## src/rtl/telemetry_packetizer.sv

```systemverilog
// telemetry_packetizer: snapshots sampler, RO and clock counters plus status and streams them as a framed byte packet; define TELEMETRY_CHECKSUM_EN to insert an XOR checksum byte before the trailer
module telemetry_packetizer #(
    parameter int CS_W       = 16,
    parameter int NUM_RO     = 2,
    parameter int RO_CNT_W   = 16,
    parameter int SEL_W      = 6,
    parameter int RAND_BYTES = 1,
    parameter int WAIT_FRESH = 0
) (
    input  logic                         clk,
    input  logic                         rst,
    input  logic                         enable,
    input  logic                         cs_req,
    input  logic [CS_W-1:0]              cs_cnt,
    input  logic [NUM_RO*RO_CNT_W-1:0]   ro_cnt,
    input  logic [RO_CNT_W-1:0]          clk_cnt,
    input  logic [NUM_RO*SEL_W-1:0]      ro_sel,
    input  logic                         matched,
    input  logic                         no_found,
    input  logic [8*RAND_BYTES-1:0]      rand_bits,
    output logic [7:0]                   tx_byte,
    output logic                         tx_valid,
    input  logic                         tx_ready,
    output logic                         busy,
    output logic                         pkt_done
);
    localparam int CSB   = (CS_W + 7) / 8;
    localparam int ROB   = (RO_CNT_W + 7) / 8;
    localparam int CSX   = 8 * CSB;
    localparam int ROX   = 8 * ROB;
    localparam int NB    = 1 + CSB + (NUM_RO + 1) * ROB + NUM_RO + 1 + RAND_BYTES;
`ifdef TELEMETRY_CHECKSUM_EN
    localparam int BN    = NB + 1;
`else
    localparam int BN    = NB;
`endif
    localparam int IW    = $clog2(BN);
    localparam int O_RO  = 1 + CSB;
    localparam int O_CLK = O_RO + NUM_RO * ROB;
    localparam int O_SEL = O_CLK + ROB;
    localparam int O_ST  = O_SEL + NUM_RO;
    localparam int O_RND = O_ST + 1;

    typedef enum logic [2:0] {IDLE, WAIT_CS, HDR, BODY, TRL} state_t;

    state_t            state_q, state_d;
    logic [7:0]        body_q [BN];
    logic [7:0]        body_d [BN];
    logic [7:0]        snap   [BN];
    logic [CS_W-1:0]   cs_q, cs_d;
    logic              fresh_q, fresh_d;
    logic [7:0]        seq_q, seq_d;
    logic [IW-1:0]     idx_q, idx_d;
    logic [7:0]        tx_byte_q, tx_byte_d;
    logic              tx_valid_q, tx_valid_d;
    logic              busy_q, busy_d;
    logic              pkt_done_q, pkt_done_d;
    logic              acc, snap_en;
    logic [CSX-1:0]    cs_ext;
    logic [ROX-1:0]    ro_ext, clk_ext;
`ifdef TELEMETRY_CHECKSUM_EN
    logic [7:0]        chk_x;
`endif

    // Assemble the packet body from live inputs; a coincident cs_req supplies the sample directly
    always_comb begin
        snap    = '{default: 8'h00};
        cs_ext  = CSX'(cs_req ? cs_cnt : cs_q);
        clk_ext = ROX'(clk_cnt);
        ro_ext  = '0;
        snap[0] = seq_q;
        for (int j = 0; j < CSB; j++) snap[1+j] = cs_ext[8*(CSB-1-j) +: 8];
        for (int i = 0; i < NUM_RO; i++) begin
            ro_ext = ROX'(ro_cnt[i*RO_CNT_W +: RO_CNT_W]);
            for (int j = 0; j < ROB; j++) snap[O_RO+i*ROB+j] = ro_ext[8*(ROB-1-j) +: 8];
        end
        for (int j = 0; j < ROB; j++) snap[O_CLK+j] = clk_ext[8*(ROB-1-j) +: 8];
        for (int i = 0; i < NUM_RO; i++) snap[O_SEL+i] = 8'(ro_sel[i*SEL_W +: SEL_W]);
        snap[O_ST] = {matched, no_found, !(fresh_q | cs_req), 5'b0};
        for (int j = 0; j < RAND_BYTES; j++) snap[O_RND+j] = rand_bits[8*(RAND_BYTES-1-j) +: 8];
`ifdef TELEMETRY_CHECKSUM_EN
        chk_x = '0;
        for (int k = 1; k < NB; k++) chk_x = chk_x ^ snap[k];
        snap[NB] = chk_x;
`endif
    end

    // Packet sequencing: header, indexed body bytes, trailer, with next byte preloaded on accept
    always_comb begin
        state_d    = state_q;
        idx_d      = idx_q;
        tx_byte_d  = tx_byte_q;
        seq_d      = seq_q;
        pkt_done_d = 1'b0;
        acc        = tx_valid_q && tx_ready;
        case (state_q)
            IDLE:    if (enable) state_d = (WAIT_FRESH == 0 || fresh_q) ? HDR : WAIT_CS;
            WAIT_CS: state_d = !enable ? IDLE : (fresh_q ? HDR : WAIT_CS);
            HDR: if (acc) begin
                state_d   = BODY;
                idx_d     = '0;
                tx_byte_d = body_q[0];
            end
            BODY: if (acc) begin
                state_d   = (idx_q == IW'(BN - 1)) ? TRL : BODY;
                idx_d     = idx_q + IW'(1);
                tx_byte_d = (idx_q == IW'(BN - 1)) ? 8'hAA : body_q[idx_q + IW'(1)];
            end
            TRL: if (acc) begin
                state_d    = IDLE;
                pkt_done_d = 1'b1;
                seq_d      = seq_q + 8'd1;
            end
            default: state_d = IDLE;
        endcase
        snap_en    = (state_q == IDLE || state_q == WAIT_CS) && state_d == HDR;
        tx_byte_d  = snap_en ? 8'h55 : tx_byte_d;
        tx_valid_d = state_d == HDR || state_d == BODY || state_d == TRL;
        busy_d     = tx_valid_d;
        fresh_d    = cs_req | (fresh_q & !snap_en);
        cs_d       = cs_req ? cs_cnt : cs_q;
        if (snap_en) body_d = snap;
        else body_d = body_q;
    end

    // State, snapshot and registered outputs
    always_ff @(posedge clk) begin
        if (rst) begin
            state_q    <= IDLE;
            body_q     <= '{default: 8'h00};
            cs_q       <= '0;
            fresh_q    <= 1'b0;
            seq_q      <= '0;
            idx_q      <= '0;
            tx_byte_q  <= '0;
            tx_valid_q <= 1'b0;
            busy_q     <= 1'b0;
            pkt_done_q <= 1'b0;
        end else begin
            state_q    <= state_d;
            body_q     <= body_d;
            cs_q       <= cs_d;
            fresh_q    <= fresh_d;
            seq_q      <= seq_d;
            idx_q      <= idx_d;
            tx_byte_q  <= tx_byte_d;
            tx_valid_q <= tx_valid_d;
            busy_q     <= busy_d;
            pkt_done_q <= pkt_done_d;
        end
    end

    assign tx_byte  = tx_byte_q;
    assign tx_valid = tx_valid_q;
    assign busy     = busy_q;
    assign pkt_done = pkt_done_q;
endmodule

```

## config.mk

```make
export PLATFORM = sky130hd
export DESIGN_NAME = telemetry_packetizer
export DESIGN_NICKNAME = d
export VERILOG_FILES = /design/src/rtl/telemetry_packetizer.sv
export SDC_FILE = /design/constraint.sdc
export NUM_CORES = 1
export LEC_CHECK = 0
export CAP_MARGIN = 20
export CORE_MARGIN = 3
export CORE_UTILIZATION = 46
export CTS_BUF_LIST = sky130_fd_sc_hd__clkbuf_2 sky130_fd_sc_hd__clkbuf_4 sky130_fd_sc_hd__clkbuf_8
export DETAILED_ROUTE_END_ITERATION = 8
export HOLD_SLACK_MARGIN = 0.15
export PLACE_DENSITY_LB_ADDON = 0.05
export SLEW_MARGIN = 0
export SYNTH_ARGS = -nofsm -noshare
export SYNTH_HDL_FRONTEND = slang
export SYNTH_SLANG_ARGS = --single-unit
```

## constraint.sdc

```tcl
create_clock -name clk -period 6.95 [get_ports clk]
set_input_delay 1.7375 -clock clk [delete_from_list [all_inputs] [get_ports clk]]
set_output_delay 1.7375 -clock clk [all_outputs]
set_load 0.01 [all_outputs]
```

# Word-level counts from Yosys, hierarchy flattened
# Index checks and enable logic that the tools add are counted.
# word_totals
ff_bits,137
input_bits,91
word_cells,78
# classes
n_addsub,2
order_cmp,1
n_eq_ne,12
n_mux,21
bitwise_logic,5
reduce_logical,15
# ops
cell,n
8-bit 2-to-1 mux,5
8-bit binary-select mux with 4-bit select,1
16-bit 2-to-1 mux,1
8-bit case mux with 2 select lines,1
3-bit 2-to-1 mux,5
3-bit case mux with 5 select lines,1
"3-bit by 2-bit == test with 1-bit output, second input constant",4
"8-bit by 1-bit adder with 8-bit output, second input constant",1
4-bit 2-to-1 mux,2
4-bit case mux with 2 select lines,1
7-bit 2-to-1 mux,1
"3-bit == test, second input constant",2
"3-bit != test, second input constant",2
3-bit AND reduction,2
"5-bit greater-or-equal comparator, second input constant",1
4-bit inverter with 5-bit output,1
"4-bit by 1-bit adder with 4-bit output, second input constant",1
"4-bit == test, second input constant",1
2-bit 2-to-1 mux,2
"2-bit != test, second input constant",2
2-bit OR reduction,2
"3-bit by 1-bit == test with 1-bit output, second input constant",1
3-bit zero test,1
1-bit logical OR,3
9 further kinds,12

# Logic depth before layout (Yosys ltp)
# Gate-level depths: netlist of the first run.
# logic_depth
depth_word,9
depth_mapped,9
ltp_nobuf,6

# Worst setup path after synthesis of the first run
# Ideal clock, no wire load.
# synth_timing
path_type,input -> register
start,input cs_req
end,register body_q[84] (netlist name)
setup_ns,0.117
arrival_ns,2.821
required_ns,6.833
setup_slack_ns,4.012
path_stages,5
path_buffers,2
cell_sequence,clkbuf_1 > buf_2 > mux2i_1 > nor2_1 > o22a_1
# synth_between
elab_chain_cells,1
# synth_lines
item,line,text
"start, declared",13,"input logic cs_req,"
16-bit 2-to-1 mux,--,
"end signal, assigned",141,body_q <= body_d;
"end, declared",47,logic [7:0] body_q [BN];
# No other way between the ends.
# A chain may end at the register's enable or synchronous reset.

# Worst setup path in the final report of the first run
# layout_timing
start,input enable
end,register body_q[13] (netlist name)
# layout_between
elab_chain_cells,4
elab_cells_between_ends,5
cone_classes,1 x eq/ne; 3 x mux; 1 x reduce/logical
# layout_lines
item,line,text
"start, declared",12,"input logic enable,"
2-bit 2-to-1 mux or 3-bit 2-to-1 mux (tied branches),"98, 97",
3-bit case mux with 5 select lines *,96,case (state_q)
3-bit by 2-bit == test with 1-bit output *,116,snap_en = (state_q == IDLE || state_q == WAIT_CS) && state_d == HDR;
1-bit logical AND *,116,
# Every way passes the cells marked *; elsewhere a longest branch is shown, timed or not.

==> results.tsv, run 1 <==
metric	value	unit
outcome	completed	
via_count	4860	
initialDrtViolationCount	356	
antenna_violating_nets_left	0	
post_synth_fa_ha_maj_area_fraction	0.006460	
ys.flop_type	sky130_fd_sc_hd__dfxtp_1	
power_density	230.5	nW/um^2
grt_max_degree	98	
syn-instance-count	660	
post_synth_and_or_nand_nor_area_fraction	0.1858	
drt-pass1-iter-count	5	
design.die.area	14020	um^2
unrepaired_setup_endpoints_after_global_routing	no	
routed_via_density	5.323	
maxCapViolCount	0	
tritoncts	yes	
total_routing_usage_reported_by_global_routing	0.2090	
peakVddDrop	0.1418	mV
final.setup.worst_slack	3.300	ns
cts_setup_buffers	0	
period_minus_slack	3.650	ns
die_height	118.4	um
timing.slew.headroom	0.3338	
final_min_period_over_clock_period	0.5252	
worst-path-buf-inv	2	
place.detailed.hpwl	9875	um
wire_length_of_the_first_global_routing_pass	23350	um
max_slew_violations	0	
fin_setup_tns	0	ns
synth_enable_flop_cells	0	
vias_in_the_first_global_route	4645	
critPathRequiredTime	7.34	ns
postSynthNetCount	754	
wirelength_routed	14280	um
ys_types	51	
timing.critical_path.slowest_cell_delay	0.73	ns
worst_pin_slew	0.9962	ns
ranking_of_synthesized_cells_by_area	sky130_fd_sc_hd__dfxtp_1 (47%), sky130_fd_sc_hd__nand2_1 (11%), sky130_fd_sc_hd__a21oi_1 (8.2%), sky130_fd_sc_hd__mux2i_1 (5.7%), sky130_fd_sc_hd__mux4_2 (5.0%)	
timing.critical_path.cells	clkdlybuf4s50_1 -> nand2b_1 -> or3_2 -> buf_4 -> or3_1 -> a21oi_1	
clock_insertion_delay_worst_skew	0.45	ns
cts_resized	0	
post_synth_instance_area	5811	um^2
combinational_family_with_the_most_area_after_synthesis	simple AND/OR/NAND/NOR gates	
cts_hold_buffers	0	
synth_largest_type_area_fraction	0.4720	
clkTransAtPathRegs	0.07	ns
globalplace.congestion	0.8620	
max-clock-path-buffers	2	
clk_root_buffer_cell	sky130_fd_sc_hd__clkbuf_8	
clock-sinks	137	
yosysMostFrequentCell	sky130_fd_sc_hd__nand2_1	
worst-setup-path-type	primary input to flop	
die-width	118.4	um
yosys_register_bits	137	
hp-class	flop to flop	
routedWlPerCell	15.64	um
synthMuxAreaShare	0.1150	
setup_viol	0	
layout_overhead_on_the_synthesized_area	24.18	%
yosys.area.top_type	sky130_fd_sc_hd__dfxtp_1	
cp_top_family	simple AND/OR/NAND/NOR gates	
post_route_cells_drive_above_1_share	0.08322	
synth_seq_area_share	0.4720	
synth-xor-area-share	0.01486	
io_pins	102	
core-area	12160	um^2
cell_leakage_power	2.634	nW
hold_violations	0	
syn_avg_cell_area	8.804	um^2
yosysWarningCount	0	
clock_tree.htree_level_count	4	
crit_path_end_kind	flop	
antenna_cells_inserted	0	
antenna_found_initial	0	
cts_buf_count	17	
gr-total-overflow	0	
placement.setup.worst_slack	2.836	ns
placement_rows	40	
synth-compound-area-share	0.1624	
timing.critical_path.from_type	primary input	
worst-path-max-fanout	53	
max_freq	274.0	MHz
finalNetCount	828	
synth_commonest_cells	sky130_fd_sc_hd__nand2_1 (172), sky130_fd_sc_hd__dfxtp_1 (137), sky130_fd_sc_hd__a21oi_1 (95), sky130_fd_sc_hd__clkbuf_1 (38)	
portBuffers	101	
critPathArrivalTime	4.04	ns
finalClockSkew	0.007472	ns
initial_utilization	0.4778	
async_reset_ff_frac	0	
slowest_stage	sky130_fd_sc_hd__or3_2	
drcViolationCount	0	
==> worst paths after layout <==
| path | slack, ns | cells after the start | start | end |
|---|---|---|---|---|
| hold reg to reg | 0.45 | 2 | body_q[17]$_SDFFE_PP0P_ | body_q[17]$_SDFFE_PP0P_ |
| hold / removal | 0.45 | 2 | body_q[17]$_SDFFE_PP0P_ | body_q[17]$_SDFFE_PP0P_ |
| setup / recovery | 3.30 | 6 | enable | body_q[13]$_SDFFE_PP0P_ |
| setup reg to reg | 4.20 | 6 | idx_q[0]$_SDFFE_PP0P_ | tx_byte[4]$_SDFFE_PP0P_ |
==> power breakdown <==
part	switching (mW)	total, mW	internal, mW
Sequential	0.0252	0.858	0.833
Combinational	0.0936	0.196	0.102
Clock	0.276	0.610	0.334
Total	0.395	1.66	1.27
==> layer usage <==
layer / routed length [um] / track usage / share of wire
met1: 6519 / 0.2747 / 0.46
met2: 6720 / 0.3333 / 0.47
met3: 869 / 0.05981 / 0.061
met4: 173 / 0.06734 / 0.012
met5: 0 / 0 / 0
==> final cells by class <==
type | instances | area (um^2)
Multi-Input combinational cell | 466 | 2823
Tap cell | 168 | 210.2
Timing Repair Buffer | 107 | 1054
Inverter | 5 | 18.77
Sequential cell | 137 | 2743
Clock inverter | 3 | 40.04
Fill cell | 1109 | 4946
Clock buffer | 27 | 327.8
==> layout by cell type (no fill, tap or decap), types with 4 or more instances in the layout <==
master                            netlist  final
sky130_fd_sc_hd__clkbuf_4               0      7
sky130_fd_sc_hd__dfxtp_1              137    137
sky130_fd_sc_hd__o21ai_0                6      6
sky130_fd_sc_hd__a31oi_1                4      4
sky130_fd_sc_hd__nand4_1                4      4
sky130_fd_sc_hd__nand2b_1               7      7
sky130_fd_sc_hd__o211ai_1               4      4
sky130_fd_sc_hd__xnor2_1                5      5
sky130_fd_sc_hd__mux2_2                 4      4
sky130_fd_sc_hd__buf_4                  2      7
sky130_fd_sc_hd__mux4_2                13     13
sky130_fd_sc_hd__o22a_1                16     16
sky130_fd_sc_hd__clkdlybuf4s50_1        0    100
sky130_fd_sc_hd__clkbuf_8               0     20
sky130_fd_sc_hd__inv_1                  4      4
sky130_fd_sc_hd__nand2_1              172    172
sky130_fd_sc_hd__nand3_1                7      7
sky130_fd_sc_hd__or3_1                 10      9
sky130_fd_sc_hd__nor2_1                33     33
sky130_fd_sc_hd__mux2i_1               33     33
sky130_fd_sc_hd__nor3_1                 6      6
sky130_fd_sc_hd__a21oi_1               95     95
==> flip-flops by register name (all words and copies together) (netlist names) <==
name      count
body_q       95
cs_q         16
seq_q         8
tx_byte       8
idx_q         4
state_q       3
busy          1
fresh_q       1
pkt_done      1
==> worst register-to-register path, cell delays in order (launching register included) <==
cell and delay (ns):
sky130_fd_sc_hd__dfxtp_1 0.34, sky130_fd_sc_hd__buf_4 0.30, sky130_fd_sc_hd__ha_1 0.33, sky130_fd_sc_hd__xor2_2 0.63
sky130_fd_sc_hd__mux4_2 0.43, sky130_fd_sc_hd__or3_1 0.37, sky130_fd_sc_hd__a311oi_2 0.26
==> stage by stage <==
stage / utilization / std cells / total power, mW / cell area (um^2) / hold WS, ns
4_1_cts: 0.5933 / 913 / 1.678 / 7216 / 0.4556
6_report: 0.5933 / 913 / 1.663 / 7216 / 0.4528
3_3_place_gp: 0.5631 / 883 / 1.067 / 6848 / 0.4410
5_1_grt: 0.5933 / 913 / 1.738 / 7216 / 0.4715
3_5_place_dp: 0.5631 / 883 / 1.072 / 6848 / 0.4461
2_1_floorplan: - / 660 / 0.9815 / 5811 / 0.4289
==> cells by family (layout without fill, tap and decap cells) <==
| family | Yosys count | in the layout |
|---|---|---|
| XOR/XNOR | 9 | 9 |
| multiplexers | 50 | 50 |
| buffers and inverters | 57 | 142 |
| adder cells (fa/ha/maj) | 3 | 3 |
| flip-flops | 137 | 137 |
| AO/OA/AOI/OAI | 150 | 150 |
| AND/OR/NAND/NOR | 254 | 254 |
No activity file was read; power rests on OpenSTA's default activity.
==> inputs of run 2 (changes only) <==
==> constraint.sdc (replaced) <==
create_clock -name clk -period 3.1 [get_ports clk]
set_input_delay 0.775 -clock clk [delete_from_list [all_inputs] [get_ports clk]]
set_output_delay 0.775 -clock clk [all_outputs]
set_load 0.01 [all_outputs]
==> results.tsv, run 2 (synthesis results as in run 1) <==
metric	value	unit	change
largest_register_ff_count	95		unchanged
layout_overhead_on_the_synthesized_area	27.15	%	
grt_max_degree	117		+19%
peakVddDrop	0.3703	mV	+160%
period_minus_slack	2.621	ns	
clock_tree.htree_level_count	4		unchanged
final_cell_mix	sky130_fd_sc_hd__nand2_1 (172), sky130_fd_sc_hd__dfxtp_1 (137), sky130_fd_sc_hd__clkdlybuf4s50_1 (100)		
p_switching	0.9503	mW	+140%
initialDrtViolationCount	292		-18%
timing.critical_path.from_type	flop		
fin_setup_tns	0	ns	unchanged
antenna_cells_inserted	0		unchanged
total_routing_usage_reported_by_global_routing	0.2076		-0.001347
io_pins	102		unchanged
antenna_found_initial	0		unchanged
critPathRequiredTime	3.46	ns	-3.88 ns
drcViolationCount	0		unchanged
initial_utilization	0.4778		unchanged
worst-setup-path-type	flop to flop		
routedWlPerCell	15.69	um	+0.29%
cts_buf_count	17		unchanged
cell_leakage_power	2.707	nW	+2.8%
design.die.area	14020	um^2	unchanged
antenna_violating_nets_left	0		unchanged
die_height	118.4	um	unchanged
outcome	completed		
power_total	4.032	mW	+140%
finalClockSkew	0.01196	ns	+0.004489 ns
fillCellCount	1106		-0.27%
r2r_setup_slack	0.48	ns	-3.72 ns
place.detailed.hpwl	10170	um	+3.0%
intPower	3.082	mW	+140%
timing.slew.headroom	0.4050		+0.07122
worst_pin_slew	0.8895	ns	-0.1067 ns
hp-class	flop to flop		
cts_resized	0		unchanged
tritoncts	yes		
die-width	118.4	um	unchanged
clkTransAtPathRegs	0.08	ns	about the same
comb_power_share	0.111		-0.007
cts_hold_buffers	0		unchanged
clk_root_buffer_cell	sky130_fd_sc_hd__clkbuf_8		
cts_setup_buffers	0		unchanged
placement_rows	40		unchanged
clock_insertion_delay_worst_skew	0.45	ns	about the same
timing.critical_path.cells	inv_2 -> ha_1 -> buf_4 -> mux2i_1 -> mux4_2 -> or3_1 -> a311oi_2		
post_route_cells_drive_above_1_share	0.09536		+0.01214
clock-sinks	137		unchanged
fraction_of_power_consumed_by_the_clock_network	0.412		+0.045
setup_viol	0		unchanged
register_containing_the_most_flip_flops_in_the_final_layout	body_q		
power.share.switching	0.2357		-0.001789
unrepaired_setup_endpoints_after_global_routing	no		
maxCapViolCount	0		unchanged
wire_length_of_the_first_global_routing_pass	23340	um	about the same
power_density	545.8	nW/um^2	+140%
globalplace.congestion	0.8315		-3.5%
dp_cells	891		+0.91%
drt-pass1-iter-count	6		+1
vias_in_the_first_global_route	4592		-1.1%
critPathArrivalTime	2.98	ns	-1.06 ns
max-clock-path-buffers	2		unchanged
portBuffers	101		unchanged
final_min_period_over_clock_period	0.8454		
worst-path-max-fanout	11		-79%
most_common_cell_after_layout_fill_and_taps_aside	sky130_fd_sc_hd__nand2_1		
wirelength_routed	14480	um	+1.4%
timing.critical_path.slowest_cell_delay	0.52	ns	-0.21 ns
largestRegisters	body_q x95, cs_q x16		
fin_cells	923		+1.1%
core-area	12160	um^2	unchanged
slowest_stage	sky130_fd_sc_hd__ha_1		
max_freq	381.6	MHz	
crit_path_end_kind	flop		
max_slew_violations	0		unchanged
finalNetCount	836		+0.97%
gr-total-overflow	0		unchanged
routed_via_density	5.234		-1.7%
hold_violations	0		unchanged
via_count	4831		-0.60%
seq_power_share	0.477		-0.039
[run 2: changes by cell type in the layout (fill, tap and decap cells not counted)]
cell / before / now
sky130_fd_sc_hd__bufinv_16: 1 / 5
sky130_fd_sc_hd__clkbuf_4: 7 / 1
sky130_fd_sc_hd__buf_4: 7 / 13
sky130_fd_sc_hd__buf_12: 0 / 2
sky130_fd_sc_hd__clkbuf_8: 20 / 18
sky130_fd_sc_hd__clkinvlp_4: 0 / 4
sky130_fd_sc_hd__clkinv_2: 2 / 4
[run 2: critical path, delay by kind of cell, from the launching register on]
kind	cells	cell delay, ns
adders and majority gates	1	0.52
DFF	1	0.34
buffers and inverters	2	0.40
AOI/OAI and AO/OA	1	0.25
and+or+nand+nor	1	0.37
muxes	2	0.66
[run 2: power groups by stage]
stage | sequential [mW] | combinational [mW] | clock [mW]
global route | 1.94 | 0.494 | 1.76
CTS | 1.92 | 0.453 | 1.69
floorplan | 1.94 | 0.256 | 0
finish | 1.92 | 0.449 | 1.66
global placement | 1.96 | 0.442 | 0
detailed placement | 1.96 | 0.451 | 0
[run 2: final timing paths]
kind	depth (start not counted)	from	end
hold / removal	2	body_q[73]$_SDFFE_PP0P_	body_q[73]$_SDFFE_PP0P_
setup / recovery	7	idx_q[0]$_SDFFE_PP0P_	tx_byte[4]$_SDFFE_PP0P_
hold reg to reg	2	body_q[73]$_SDFFE_PP0P_	body_q[73]$_SDFFE_PP0P_
setup reg to reg	7	idx_q[0]$_SDFFE_PP0P_	tx_byte[4]$_SDFFE_PP0P_
[run 2: cell type report]
class                           count  area, um^2  area share
Sequential cell                   137        2743      0.3712
Multi-Input combinational cell    466        2823      0.3820
Timing Repair Buffer              115        1139      0.1541
Tap cell                          168       210.2     0.02845
Clock buffer                       19       255.2     0.03455
Clock inverter                     13       200.2     0.02710
Inverter                            5       18.77    0.002540
[run 2: through the flow]
step                      setup slack, ns  hold slack, ns  instance area, um^2  utilization
final                              0.4793          0.4544                 7388       0.6075
after global routing               0.3216          0.4735                 7388       0.6075
after CTS                          0.4906          0.4534                 7388       0.6075
after detailed placement           0.3919          0.4433                 6933       0.5701
after global placement             0.4141          0.4401                 6933       0.5701
after floorplan                    0.8300          0.4289                 5811            -
[run 2: routing by layer]
metal	track usage	vias to the layer above	share of wire
li1	-	2447	-
met1	0.2845	2234	0.45
met5	0	-	0
met4	0.07314	0	0.013
met3	0.04737	16	0.061
met2	0.3233	134	0.48
==> inputs of run 3 (changes only) <==
==> constraint.sdc (replaced) <==
create_clock -name clk -period 2.1 [get_ports clk]
set_input_delay 0.525 -clock clk [delete_from_list [all_inputs] [get_ports clk]]
set_output_delay 0.525 -clock clk [all_outputs]
set_load 0.01 [all_outputs]
==> results.tsv, run 3 (synthesis results as in run 1) <==
metric	value	unit	change
unrepaired_setup_endpoints_after_global_routing	yes		
wire_length_of_the_first_global_routing_pass	25050	um	+7.3%
finalNetCount	873		+4.4%
clk_root_buffer_cell	sky130_fd_sc_hd__clkbuf_8		
hold_violations	0		unchanged
largest_register_ff_count	95		unchanged
via_count	5021		+3.9%
multi_input_area	2890	um^2	+2.4%
hp-class	flop to flop		
clkTransAtPathRegs	0.07	ns	about the same
p_switching	1.389	mW	+46%
timing.slew.headroom	0.6413		+0.2363
intPower	4.439	mW	+44%
placement_rows	40		unchanged
place.detailed.hpwl	11220	um	+10%
drcViolationCount	0		unchanged
antenna_violating_nets_left	0		unchanged
drt-pass1-iter-count	5		-1
vias_in_the_first_global_route	4957		+7.9%
timing.critical_path.from_type	flop		
die-width	118.4	um	unchanged
core-area	12160	um^2	unchanged
register_containing_the_most_flip_flops_in_the_final_layout	body_q		
cts_hold_buffers	0		unchanged
clock_insertion_delay_worst_skew	0.44	ns	about the same
peakVddDrop	0.4872	mV	+32%
power_total	5.828	mW	+45%
outcome	complete, but fails checks		
power.share.switching	0.2384		+0.002686
most_common_cell_after_layout_fill_and_taps_aside	sky130_fd_sc_hd__nand2_1		
seq_power_share	0.488		+0.011
routed_via_density	5.230		about the same
clock-sinks	137		unchanged
crit_path_end_kind	flop		
die_height	118.4	um	unchanged
maxCapViolCount	0		unchanged
io_pins	102		unchanged
cts_buf_count	17		unchanged
hold_slack	0.4547	ns	+0.0003460 ns
antenna_found_initial	0		unchanged
power_density	747.6	nW/um^2	+37%
antenna_cells_inserted	0		unchanged
comb_power_share	0.122		+0.011
largestRegisters	body_q x95, cs_q x16		
post_route_cells_drive_above_1_share	0.1503		+0.05489
cell_leakage_power	2.937	nW	+8.5%
max_freq	459.6	MHz	+20%
tritoncts	yes		
worst_pin_slew	0.5245	ns	-0.3650 ns
critPathRequiredTime	2.45	ns	-1.01 ns
clock_tree.htree_level_count	4		unchanged
initial_utilization	0.4778		unchanged
total_routing_usage_reported_by_global_routing	0.2239		+0.01630
final_cell_mix	sky130_fd_sc_hd__nand2_1 (172), sky130_fd_sc_hd__dfxtp_1 (135), sky130_fd_sc_hd__clkdlybuf4s50_1 (100)		
routedWlPerCell	16.24	um	+3.5%
worst-setup-path-type	flop to flop		
grt_max_degree	80		-32%
max_slew_violations	0		unchanged
globalplace.congestion	0.9004		+8.3%
finalClockSkew	0.009431	ns	-0.002530 ns
period_minus_slack	2.176	ns	-0.4451 ns
portBuffers	101		unchanged
gr-total-overflow	0		unchanged
register_cell_area_after_layout	2748	um^2	+0.18%
setup_viol	3		+3
violations_in_the_final_reports	negative setup slack		
final_min_period_over_clock_period	1.036		+0.1906
final.setup.worst_slack	-0.07563	ns	-0.5549 ns
fillCellCount	1054		-4.7%
layout_overhead_on_the_synthesized_area	34.17	%	
post-route-util	0.6410		+0.03354
design.die.area	14020	um^2	unchanged
initialDrtViolationCount	315		+7.9%
wirelength_routed	15590	um	+7.6%
fraction_of_power_consumed_by_the_clock_network	0.391		-0.021
max-clock-path-buffers	2		unchanged
critPathArrivalTime	2.52	ns	-0.46 ns
worst-path-max-fanout	4		-7
-- run 3: cell count changes in the layout (fill, tap and decap cells not counted), moves of 2 or more --
cell,delta
sky130_fd_sc_hd__buf_12,+4
sky130_fd_sc_hd__clkinvlp_4,-4
sky130_fd_sc_hd__clkbuf_4,+3
sky130_fd_sc_hd__buf_4,+26
sky130_fd_sc_hd__bufinv_16,-3
sky130_fd_sc_hd__clkbuf_8,+5
sky130_fd_sc_hd__ha_4,+2
sky130_fd_sc_hd__clkinv_2,-3
sky130_fd_sc_hd__buf_6,+7
sky130_fd_sc_hd__clkinv_4,+2
sky130_fd_sc_hd__ha_1,-2
sky130_fd_sc_hd__dfxtp_1,-2
-- run 3: per-layer routing --
layer	GRT usage	wire, um	vias up
li1	-	-	2528
met1	0.2960	7023	2350
met2	0.3605	7565	125
met3	0.05885	792	18
met4	0.06951	204	0
met5	0	0	-
-- run 3: worst max-delay path, stage by stage (launching register included) --
cell and delay [ns]:
sky130_fd_sc_hd__dfxtp_4 0.38, sky130_fd_sc_hd__inv_8 0.03, sky130_fd_sc_hd__ha_4 0.23, sky130_fd_sc_hd__buf_12 0.13, sky130_fd_sc_hd__buf_4 0.16, sky130_fd_sc_hd__mux2i_4 0.20, sky130_fd_sc_hd__mux4_2 0.48, sky130_fd_sc_hd__nor3b_4 0.17
sky130_fd_sc_hd__o31ai_2 0.29
-- run 3: metrics by stage --
step                instance area [um^2]  worst slack [ns]  std cells  setup TNS (ns)
floorplan                           5848           0.02171        660               0
global placement                    7224          -0.05384        922         -0.5299
detailed placement                  7224           -0.1056        922         -0.5991
CTS                                 7690          -0.04792        956         -0.1184
global route                        7796           -0.1117        960         -0.3750
finish                              7796          -0.07563        960         -0.1509
-- run 3: cell type report --
class	instances	share of cell area
multi-input combinational	466	0.3707
sequential	137	0.3524
timing repair buffer	152	0.1915
clock buffer	27	0.04446
tap	168	0.02696
clock inverter	5	0.01059
inverter	5	0.003370
-- run 3: what timing repair did --
| action | in CTS | in global routing |
|---|---|---|
| endpoints found under the setup margin | 5 | 5 |
| pin swaps | 2 | 6 |
| resized for setup | 8 | 17 |
| setup buffers | 2 | 5 |
-- run 3: final timing paths --
kind / from / endpoint / slack (ns) / depth (start not counted)
worst max-delay path: idx_q[0]$_SDFFE_PP0P_ / tx_byte[5]$_SDFFE_PP0P_ / -0.08 / 8
worst min-delay path: body_q[17]$_SDFFE_PP0P_ / body_q[17]$_SDFFE_PP0P_ / 0.45 / 2
worst max register to register: idx_q[0]$_SDFFE_PP0P_ / tx_byte[5]$_SDFFE_PP0P_ / -0.08 / 8
worst min register to register: body_q[17]$_SDFFE_PP0P_ / body_q[17]$_SDFFE_PP0P_ / 0.45 / 2
-- run 3: power groups by stage --
stage / Combinational, mW / Clock [mW] / Sequential [mW]
final: 0.710 / 2.28 / 2.84
after global routing: 0.783 / 2.43 / 2.86
after CTS: 0.712 / 2.31 / 2.84
after detailed placement: 0.707 / 0 / 2.90
after global placement: 0.694 / 0 / 2.90
after floorplan: 0.378 / 0 / 2.87
